[src/rtl/rot_arbiter_if.sv]
// rtl/rot_arbiter_if.sv - request/response bundle between clients and the shared rotator
interface rot_arbiter_if #(
  parameter int NREQ = 4,
  parameter int IDW  = 2
);
  logic [NREQ-1:0]      req_valid;
  logic [NREQ-1:0]      req_ready;
  logic [32*NREQ-1:0]   req_data;
  logic [5*NREQ-1:0]    req_amount;
  logic [NREQ-1:0]      req_left;
  logic                 rsp_valid;
  logic                 rsp_ready;
  logic [IDW-1:0]       rsp_id;
  logic [31:0]          rsp_data;
  logic                 busy;
  logic [15:0]          op_count;

  modport slave (
    input  req_valid, req_data, req_amount, req_left, rsp_ready,
    output req_ready, rsp_valid, rsp_id, rsp_data, busy, op_count
  );

  modport master (
    output req_valid, req_data, req_amount, req_left, rsp_ready,
    input  req_ready, rsp_valid, rsp_id, rsp_data, busy, op_count
  );
endinterface

[src/rtl/rot_arbiter.sv]
// rtl/rot_arbiter.sv - round-robin shared two-stage 32-bit barrel rotator
module rot_arbiter #(
  parameter int NREQ = 4,
  parameter int IDW  = 2
) (
  input  logic        clock,
  input  logic        reset_n,
  rot_arbiter_if.slave bus
);

  // S1: operand stage, S2: result stage
  logic            v1;
  logic [31:0]     s1_data;
  logic [4:0]      s1_amt;
  logic [IDW-1:0]  s1_id;
  logic            v2;
  logic [31:0]     s2_data;
  logic [IDW-1:0]  s2_id;

  logic [IDW-1:0]  ptr;
  logic [15:0]     op_cnt;

  logic            stall2;
  logic            adv1;
  logic            s1_open;
  logic            rsp_fire;
  logic            xfer;

  logic            grant_found;
  logic [IDW-1:0]  grant_idx;
  logic [IDW:0]    cand;

  logic [31:0]     sel_data;
  logic [4:0]      sel_amt;
  logic            sel_left;
  logic [4:0]      eff_amt;
  logic [31:0]     rot_out;

  assign stall2   = v2 && !bus.rsp_ready;
  assign adv1     = v1 && !stall2;
  assign s1_open  = !v1 || adv1;
  assign rsp_fire = v2 && bus.rsp_ready;
  assign xfer     = |(bus.req_valid & bus.req_ready);

  // Search upward from the pointer with wrap; first valid requester wins
  always_comb begin
    grant_found = 1'b0;
    grant_idx   = '0;
    cand        = '0;
    for (int k = 0; k < NREQ; k++) begin
      cand = {1'b0, ptr} + (IDW+1)'(k);
      if (cand >= (IDW+1)'(NREQ)) begin
        cand = cand - (IDW+1)'(NREQ);
      end
      if (!grant_found && bus.req_valid[cand[IDW-1:0]]) begin
        grant_found = 1'b1;
        grant_idx   = cand[IDW-1:0];
      end
    end
  end

  // Grant only when S1 can take a new operand; held off while in reset
  always_comb begin
    bus.req_ready = '0;
    if (reset_n && s1_open && grant_found) begin
      bus.req_ready[grant_idx] = 1'b1;
    end
  end

  // Pick the granted requester's operand fields
  always_comb begin
    sel_data = '0;
    sel_amt  = '0;
    sel_left = 1'b0;
    for (int i = 0; i < NREQ; i++) begin
      if (grant_idx == IDW'(i)) begin
        sel_data = bus.req_data[32*i +: 32];
        sel_amt  = bus.req_amount[5*i +: 5];
        sel_left = bus.req_left[i];
      end
    end
  end

  // Left rotation by n is right rotation by (32 - n) mod 32
  assign eff_amt = sel_left ? (5'd0 - sel_amt) : sel_amt;

  // Five right-rotate layers conditioned on the effective amount bits
  always_comb begin
    rot_out = s1_data;
    if (s1_amt[0]) rot_out = {rot_out[0],    rot_out[31:1]};
    if (s1_amt[1]) rot_out = {rot_out[1:0],  rot_out[31:2]};
    if (s1_amt[2]) rot_out = {rot_out[3:0],  rot_out[31:4]};
    if (s1_amt[3]) rot_out = {rot_out[7:0],  rot_out[31:8]};
    if (s1_amt[4]) rot_out = {rot_out[15:0], rot_out[31:16]};
  end

  // S1 loads on a transfer, empties when it advances without a refill
  always_ff @(posedge clock or negedge reset_n) begin
    if (!reset_n) begin
      v1      <= 1'b0;
      s1_data <= '0;
      s1_amt  <= '0;
      s1_id   <= '0;
    end else if (xfer) begin
      v1      <= 1'b1;
      s1_data <= sel_data;
      s1_amt  <= eff_amt;
      s1_id   <= grant_idx;
    end else if (adv1) begin
      v1      <= 1'b0;
    end
  end

  // S2 takes the rotated result on advance, clears when drained
  always_ff @(posedge clock or negedge reset_n) begin
    if (!reset_n) begin
      v2      <= 1'b0;
      s2_data <= '0;
      s2_id   <= '0;
    end else if (adv1) begin
      v2      <= 1'b1;
      s2_data <= rot_out;
      s2_id   <= s1_id;
    end else if (rsp_fire) begin
      v2      <= 1'b0;
    end
  end

  // Pointer moves just past the winner on every transfer
  always_ff @(posedge clock or negedge reset_n) begin
    if (!reset_n) begin
      ptr <= '0;
    end else if (xfer) begin
      ptr <= (grant_idx == IDW'(NREQ-1)) ? '0 : grant_idx + IDW'(1);
    end
  end

  // Completed-response counter, free-running wrap
  always_ff @(posedge clock or negedge reset_n) begin
    if (!reset_n) begin
      op_cnt <= '0;
    end else if (rsp_fire) begin
      op_cnt <= op_cnt + 16'd1;
    end
  end

  assign bus.rsp_valid = v2;
  assign bus.rsp_data  = s2_data;
  assign bus.rsp_id    = s2_id;
  assign bus.busy      = v1 || v2;
  assign bus.op_count  = op_cnt;

endmodule

[src/flat_wrapper.sv]
// flat-port wrapper written by rule: the top's interface ports become plain ports
module rot_arbiter_flat 
#(
  parameter int NREQ = 4,
  parameter int IDW  = 2
)
  (clock, reset_n, bus_req_valid, bus_req_data, bus_req_amount, bus_req_left, bus_rsp_ready, bus_req_ready, bus_rsp_valid, bus_rsp_id, bus_rsp_data, bus_busy, bus_op_count);
  rot_arbiter_if #(.NREQ(NREQ), .IDW(IDW)) bus_i ();
  input  logic clock;
  input  logic reset_n;
  input wire logic [$bits(bus_i.req_valid)-1:0] bus_req_valid;
  input wire logic [$bits(bus_i.req_data)-1:0] bus_req_data;
  input wire logic [$bits(bus_i.req_amount)-1:0] bus_req_amount;
  input wire logic [$bits(bus_i.req_left)-1:0] bus_req_left;
  input wire logic [$bits(bus_i.rsp_ready)-1:0] bus_rsp_ready;
  output wire logic [$bits(bus_i.req_ready)-1:0] bus_req_ready;
  output wire logic [$bits(bus_i.rsp_valid)-1:0] bus_rsp_valid;
  output wire logic [$bits(bus_i.rsp_id)-1:0] bus_rsp_id;
  output wire logic [$bits(bus_i.rsp_data)-1:0] bus_rsp_data;
  output wire logic [$bits(bus_i.busy)-1:0] bus_busy;
  output wire logic [$bits(bus_i.op_count)-1:0] bus_op_count;
  assign bus_i.req_valid = bus_req_valid;
  assign bus_i.req_data = bus_req_data;
  assign bus_i.req_amount = bus_req_amount;
  assign bus_i.req_left = bus_req_left;
  assign bus_i.rsp_ready = bus_rsp_ready;
  assign bus_req_ready = bus_i.req_ready;
  assign bus_rsp_valid = bus_i.rsp_valid;
  assign bus_rsp_id = bus_i.rsp_id;
  assign bus_rsp_data = bus_i.rsp_data;
  assign bus_busy = bus_i.busy;
  assign bus_op_count = bus_i.op_count;
  rot_arbiter #(.NREQ(NREQ), .IDW(IDW)) u_core (.clock(clock), .reset_n(reset_n), .bus(bus_i));
endmodule
[config.mk]
export PLATFORM = sky130hd
export DESIGN_NAME = rot_arbiter_flat
export DESIGN_NICKNAME = d
export VERILOG_FILES = /design/src/rtl/rot_arbiter_if.sv /design/src/rtl/rot_arbiter.sv /design/src/flat_wrapper.sv
export SDC_FILE = /design/constraint.sdc
export NUM_CORES = 1
export LEC_CHECK = 0
export BUFFER_PORTS_ARGS = -buffer_cell sky130_fd_sc_hd__buf_2
export CAP_MARGIN = 20
export CORE_AREA = 8 8 124 126
export CTS_CLUSTER_SIZE = 14
export DETAILED_ROUTE_END_ITERATION = 12
export DIE_AREA = 0 0 132 134
export PLACE_DENSITY = 0.82
export SETUP_SLACK_MARGIN = 0.15
export SLEW_MARGIN = 25
export SYNTH_ARGS = -nofsm -noshare
export SYNTH_HDL_FRONTEND = slang
export SYNTH_SLANG_ARGS = --single-unit
[constraint.sdc]
create_clock -name clock -period 3.8 [get_ports clock]
set_input_delay 0.57 -clock clock [delete_from_list [all_inputs] [get_ports clock]]
set_output_delay 0.57 -clock clock [all_outputs]
set_load 0.01 [all_outputs]
==> After elaboration in Yosys (flattened, before gate mapping) <==
Index checks and enable logic that the tools add are counted.
{ "totals": {"reg_bits": 93, "input_bits": 159, "out_inout_bits": 56} }
{ "op_classes": {"addsub": 10, "bitwise_logic": 1, "magnitude_cmp": 10, "muxes": 46, "reduce_logical": 21, "eq_ne": 3} }
{ "op_table": {"columns": ["op", "n"], "rows": [
  ["$mux 32", 9],
  ["$mux 5", 5],
  ["$mux 2", 9],
  ["$mux 1", 17],
  ["$add 16x1->16 const B", 1],
  ["$lt 2x3->1 const B", 5],
  ["$ge 3x3->1 const B", 3],
  ["$logic_and 1x1->1", 9],
  ["$bmux 1 s2", 4],
  ["$sub 2x1->2 const B", 4],
  ["$add 2x2->3 const B", 2],
  ["$logic_not 1->1", 6],
  ["$sub 1x5->5 const A", 1],
  ["$and 4x4->4", 1],
  ["$eq 2x2->1 const B", 2],
  ["$mux 4", 1],
  ["$reduce_bool 2->1", 2],
  ["$reduce_or 4->1", 1],
  ["$add 2x1->3 const B", 1],
  ["$ge 2x3->1 const B", 1],
  ["$add 2x1->2 const B", 1],
  ["$demux 1 s2", 1],
  ["$eq 2x1->1 const B", 1],
  ["$ge 2x1->1 const B", 1],
  ["other kinds (2)", 3]
]} }

==> Logic depth before layout (Yosys ltp) <==
{ "depth": {"word_depth": 22, "ltp_mapped": 13, "mapped_depth_nobuf": 12} }

==> Worst setup path after synthesis <==
OpenSTA, ideal clock, no wires.
{ "synth_path": {"path_kind": "input -> output", "from": "in bus_req_valid[3]", "to": "out bus_req_ready[3]", "t_arrival_ns": 2.518, "slack_ns": 0.712, "required_ns": 3.230, "stages": 9, "path_cell_list": "nand2_1 > and3_1 > a311oi_1 > ha_1 > clkbuf_1 > buf_2 > buf_2 > buf_1 > and3_1"} }
{ "synth_between": {"elab_chain_len": 17, "word_cells_on_any_way": 29} }
{ "synth_lines": {"columns": ["element", "line", "rtl"], "rows": [
  ["from (decl)", "flat_wrapper.sv:11", "input wire logic [$bits(bus_i.req_valid)-1:0] bus_req_valid;"],
  ["$bmux 1 s2", "rot_arbiter.sv:55", "if (!grant_found && bus.req_valid[cand[IDW-1:0]]) begin"],
  ["$mux 1 (implied by the code)", "rot_arbiter.sv:55", null],
  ["$mux 1", "rot_arbiter.sv:55", null],
  ["$logic_not 1->1", "rot_arbiter.sv:55", null],
  ["$logic_and 1x1->1", "rot_arbiter.sv:55", null],
  ["$mux 1", "rot_arbiter.sv:55", null],
  ["$logic_not 1->1", "rot_arbiter.sv:55", null],
  ["$logic_and 1x1->1", "rot_arbiter.sv:55", null],
  ["(+2 left out)", null, null],
  ["$logic_and 1x1->1", "rot_arbiter.sv:55", null],
  ["$mux 2 *", "rot_arbiter.sv:55", null],
  ["net u_core.grant_idx[0]", "rot_arbiter.sv:30", "logic [IDW-1:0] grant_idx;"],
  ["$lt 2x3->1 (implied by the code) / $ge 2x1->1 (equally long branches)", "rot_arbiter.sv:66", "bus.req_ready[grant_idx] = 1'b1;"],
  ["$logic_and 1x1->1 (implied by the code)", "rot_arbiter.sv:66", null],
  ["$mux 1 (implied by the code)", "rot_arbiter.sv:66", null],
  ["$demux 1 s2 *", null, null],
  ["$mux 4 *", "rot_arbiter.sv:65", "if (reset_n && s1_open && grant_found) begin"],
  ["to (decl)", "flat_wrapper.sv:16", "output wire logic [$bits(bus_i.req_ready)-1:0] bus_req_ready;"]
]} }
The timed path passes the listed nets; every way through them passes the cells marked *. The select of a mux whose other input is x is not followed.

==> Final worst setup path <==
{ "layout_path": {"from": "reg u_core.ptr[1]", "to": "reg u_core.s1_amt[4]"} }
{ "layout_between": {"elab_chain_len": 21, "word_cells_on_any_way": 60} }
{ "layout_lines": {"columns": ["element", "line", "rtl"], "rows": [
  ["from (decl)", "rot_arbiter.sv:20", "logic [IDW-1:0] ptr;"],
  ["from (signal assigned)", "rot_arbiter.sv:134", "ptr <= (grant_idx == IDW'(NREQ-1)) ? '0 : grant_idx + IDW'(1);"],
  ["parallel branches: the longest is 13 deep, another holds $add 2x1->3", null, null],
  ["$mux 2 *", "rot_arbiter.sv:55", null],
  ["net u_core.grant_idx[0]", "rot_arbiter.sv:30", null],
  ["$logic_not 2->1 (tied with other cells)", "rot_arbiter.sv:76", "if (grant_idx == IDW'(i)) begin"],
  ["$mux 5 / $logic_and 1x1->1 (equally long branches)", "rot_arbiter.sv:76, rot_arbiter.sv:66", null],
  ["$mux 5 / $mux 1 (equally long branches)", "rot_arbiter.sv:76, rot_arbiter.sv:66", null],
  ["$mux 5 / $demux 1 s2 (equally long branches)", null, null],
  ["$mux 5 / $mux 4 (equally long branches)", "rot_arbiter.sv:76, rot_arbiter.sv:65", null],
  ["$sub 1x5->5 / $and 4x4->4 (equally long branches)", "rot_arbiter.sv:85, rot_arbiter.sv:43", null],
  ["$mux 5 / $reduce_or 4->1 (equally long branches)", "rot_arbiter.sv:85, rot_arbiter.sv:43", null],
  ["to (signal assigned)", "rot_arbiter.sv:107", "s1_amt <= eff_amt;"],
  ["to (decl)", "rot_arbiter.sv:14", "logic [4:0] s1_amt;"]
]} }
Mark *: on every way through the listed nets, which the timed path passes. The select of a mux whose other input is x is not followed.
A chain may end at the register's enable or synchronous reset.

==> metrics.txt <==
worst-path maximum fanout=68; clk root buf=clkbuf_16; Multi-input gate area=0.004106 sq mm; final design utilization=0.6081; slowest CP cell=a311oi_1; CTS Buf Count=9; Finished Layout Cells=between 1,000 and 1,500; placed cells=roughly 1,100; Pwr per Cell Area=933.6 mW/mm^2; sequential share of power=0.239; DRT Pass-1 Iters=5; first-pass GRT wire length=33,620 um; number of buffers added on ports=~210; GRT Total Usage=0.2304; Reg-to-Reg Start=u_core.ptr[1]; pre-CTS setup slack=490.7 ps; FP Rows=43; Max-cap violations=0; sequential share of the synthesized area=0.3428; Crit Path Class=reg2reg; Yosys top cell by area=dfrtp_1; DRT iter0 DRCs=between 600 and 700; Reg area=0.002327 sq mm; clk slew on worst S/H paths=around 70 ps; Area contributors post-synth=dfrtp_1 (34%), o22ai_1 (8.9%), nand2_1 (6.6%); CTS max path bufs=2; Comb pwr share=0.640; Clk pwr share=0.121; worst skew pair latency=350 ps; H-tree Lvls=3; Max Freq=between 300 and 400 MHz; Worst Max-Slew Pin Slew=between 1000 and 1500 ps; routed via count=approximately 7,000; Worst EP arrival=3410 ps; LEAKAGE=3.512 nW; Mapped Area=about 0.0068 sq mm; DRC Markers=0; status=completed; Synth Area in Simple Gates=0.1524; mux contribution to synthesized area=0.06358; max-slew violations=0; area share of the largest cell type after synthesis=0.3428; Most common cell on crit path=a311oi_1; vias per cell=6.049; Total Neg Setup Slack=0 ps; asr flop ratio synth=1.000; Int Power=between 0.003 and 0.004 W; cts hold-fix bufs=0; # setup viols final=0; TritonCTS clock tree=yes; crit-path cells=nand2b_1 -> and3_1 -> a311oi_1 -> ha_2 -> buf_12 -> o21ai_0 -> a22oi_1 -> ha_1 -> a311oi_1 -> nand3b_1; number of synthesized flops with an enable pin=0; Synth Instances=between 700 and 800; synth warn=0; I/O pin cnt=roughly 220; VDD IR max=0.4807 mV; vias in the first global route=about 6,600; Worst Skew=13.36 ps; Initial Util=0.5027; R2R depth=10; XOR/XNOR Fraction of Synth Area=0.01935; area of the die=0.01769 sq mm; Fin. Hold Viols=0; fraction of the mapped netlist area in adder cells=0.01106; syn avg cell area=about 8.6 sq um; switching share of power=0.4902; Core ar.=0.01350 sq mm; Net Switching=0.003758 W; Main synth FF type=dfrtp_1; Final HPWL DP=around 16,000 um; initial antenna violation count=2; Worst EP required=between 4000 and 5000 ps; largest family of logic cells by synthesized area=compound AO/OA/AOI/OAI gates; syn nets=~950; unrepaired setup endpoints after global routing=no; Worst setup SP type=flip-flop; routability cong.=a little under 1; nets=1,118; RR Endpoint=u_core.s1_amt[4]; grt total ovfl=0; wire length per cell=about 18 um; setup bufs post-CTS=0; fraction of layout cells with a size suffix above 1=0.3205; post-CTS sizing=0; crit path time final=~3200 ps; Min-Delay Path Class=in2async; CP top delay family=compound AO/OA/AOI/OAI gates; setup ws final=606.5 ps; area growth from synthesis to layout=20.95%; Crit path largest cell delay=520 ps; Compound-Gate Fraction of Synth Area=0.3562; Die Y=134 um; Clock Sinks=93; largest net degree at the start of global routing=around 70; post-synthesis cell type count=between 40 and 50; Routed Antenna Nets=0; # fillers=approximately 1,200; Post-Route WL=~21,000 um; r2r setup slk=between 600 and 700 ps; Tcrit/Tclk final=0.8404; max_slew headroom=0.3251; Die W=132 um; FF+latch count, synth=between 90 and 100; buffers plus inverters on the worst setup path=1; critical path endpoint category=flip-flop
==> registers in the layout, summed over array words and instances (netlist names) <==
| signal | cells |
|---|---|
| u_core.bus.rsp_data | 32 |
| u_core.v1 | 1 |
| u_core.bus.rsp_valid | 1 |
| u_core.s1_id | 2 |
| u_core.s1_amt | 5 |
| u_core.bus.rsp_id | 2 |
| u_core.bus.op_count | 16 |
| u_core.s1_data | 32 |
| u_core.ptr | 2 |
==> routing by layer <==
metal  global-route usage  routed length, um
met1               0.2962               8968
met2               0.3598               9666
met3              0.07143               2090
met4              0.07913                327
met5                    0                  0
==> worst max-delay path by stage <==
stage / start / to / depth (start not counted)
finish: u_core.ptr[1] / u_core.s1_amt[4] / 10
global route: u_core.ptr[1] / u_core.s1_amt[2] / 11
CTS: u_core.ptr[1] / u_core.s1_data[17] / 9
detailed placement: bus_req_valid[3] / u_core.s1_amt[4] / 11
global placement: bus_req_valid[3] / u_core.s1_amt[4] / 11
floorplan: bus_req_valid[3] / bus_req_ready[3] / 9
==> cell usage after synthesis (4+ instances only) <==
cell type	n
a211oi_2	8
a21oi_1	76
a221oi_2	19
a22o_1	4
a22oi_1	6
and3_1	9
buf_1	9
buf_2	14
buf_6	4
clkbuf_1	45
dfrtp_1	93
ha_1	6
inv_1	10
mux2_1	7
mux2_2	17
mux2i_1	12
nand2_1	120
nand2b_1	8
nand3_1	9
nand3b_1	36
nor2_1	20
o211ai_1	34
o21a_1	33
o21ai_0	10
o22ai_1	97
o31ai_1	31
o31ai_2	4
xnor2_1	11
xor2_1	4
==> kinds of logic (layout without fill, tap and decap cells) <==
kind of cell,Yosys count,after routing
AOI/OAI and AO/OA,334,334
xor gates and xnor gates,15,15
adders and majority gates,6,6
buffers and inverters,84,255
DFF,93,93
muxes,39,39
other,0,2
and+or+nand+nor,216,216
==> power by group through the flow <==
stage	Combinational, W	Sequential [W]	Clock, W
after floorplan	0.00363	0.00181	0
after global placement	0.00471	0.00183	0
after detailed placement	0.00479	0.00184	0
after CTS	0.00482	0.00183	0.000940
after global routing	0.00534	0.00189	0.000993
final	0.00491	0.00183	0.000929
==> cell type report <==
| type | instances | share of cell area |
|---|---|---|
| flip-flops and latches | 93 | 0.2834 |
| repair buffers | 229 | 0.1460 |
| well taps | 180 | 0.02743 |
| inverters | 10 | 0.004571 |
| diodes | 2 | 0.0006095 |
| clock buffers | 11 | 0.03078 |
| clock inverters | 5 | 0.007161 |
| multi-input cells | 610 | 0.5001 |
==> layout by cell type (no fill, tap or decap), types with 8 or more instances in the layout <==
cell type	synthesis	final
a211oi_2	8	8
a21oi_1	76	76
a221oi_2	19	19
and3_1	9	9
buf_2	14	213
buf_4	2	15
clkbuf_16	0	9
dfrtp_1	93	93
inv_1	10	10
mux2_2	17	17
mux2i_1	12	12
nand2_1	120	119
nand3_1	9	9
nand3b_1	36	36
nor2_1	20	20
o211ai_1	34	34
o21a_1	33	33
o21ai_0	10	10
o22ai_1	97	97
o31ai_1	31	31
xnor2_1	11	11
==> through the flow <==
stage          power, W  instance area, sq um  hold WS (ps)
6_report       0.007666                  8212         329.9
5_1_grt        0.008225                  8212         377.6
4_1_cts        0.007583                  8202         354.3
3_5_place_dp   0.006636                  7890         464.9
3_3_place_gp   0.006538                  7890         455.3
2_1_floorplan  0.005436                  6789         274.4
(Power assumes the default switching activity.)
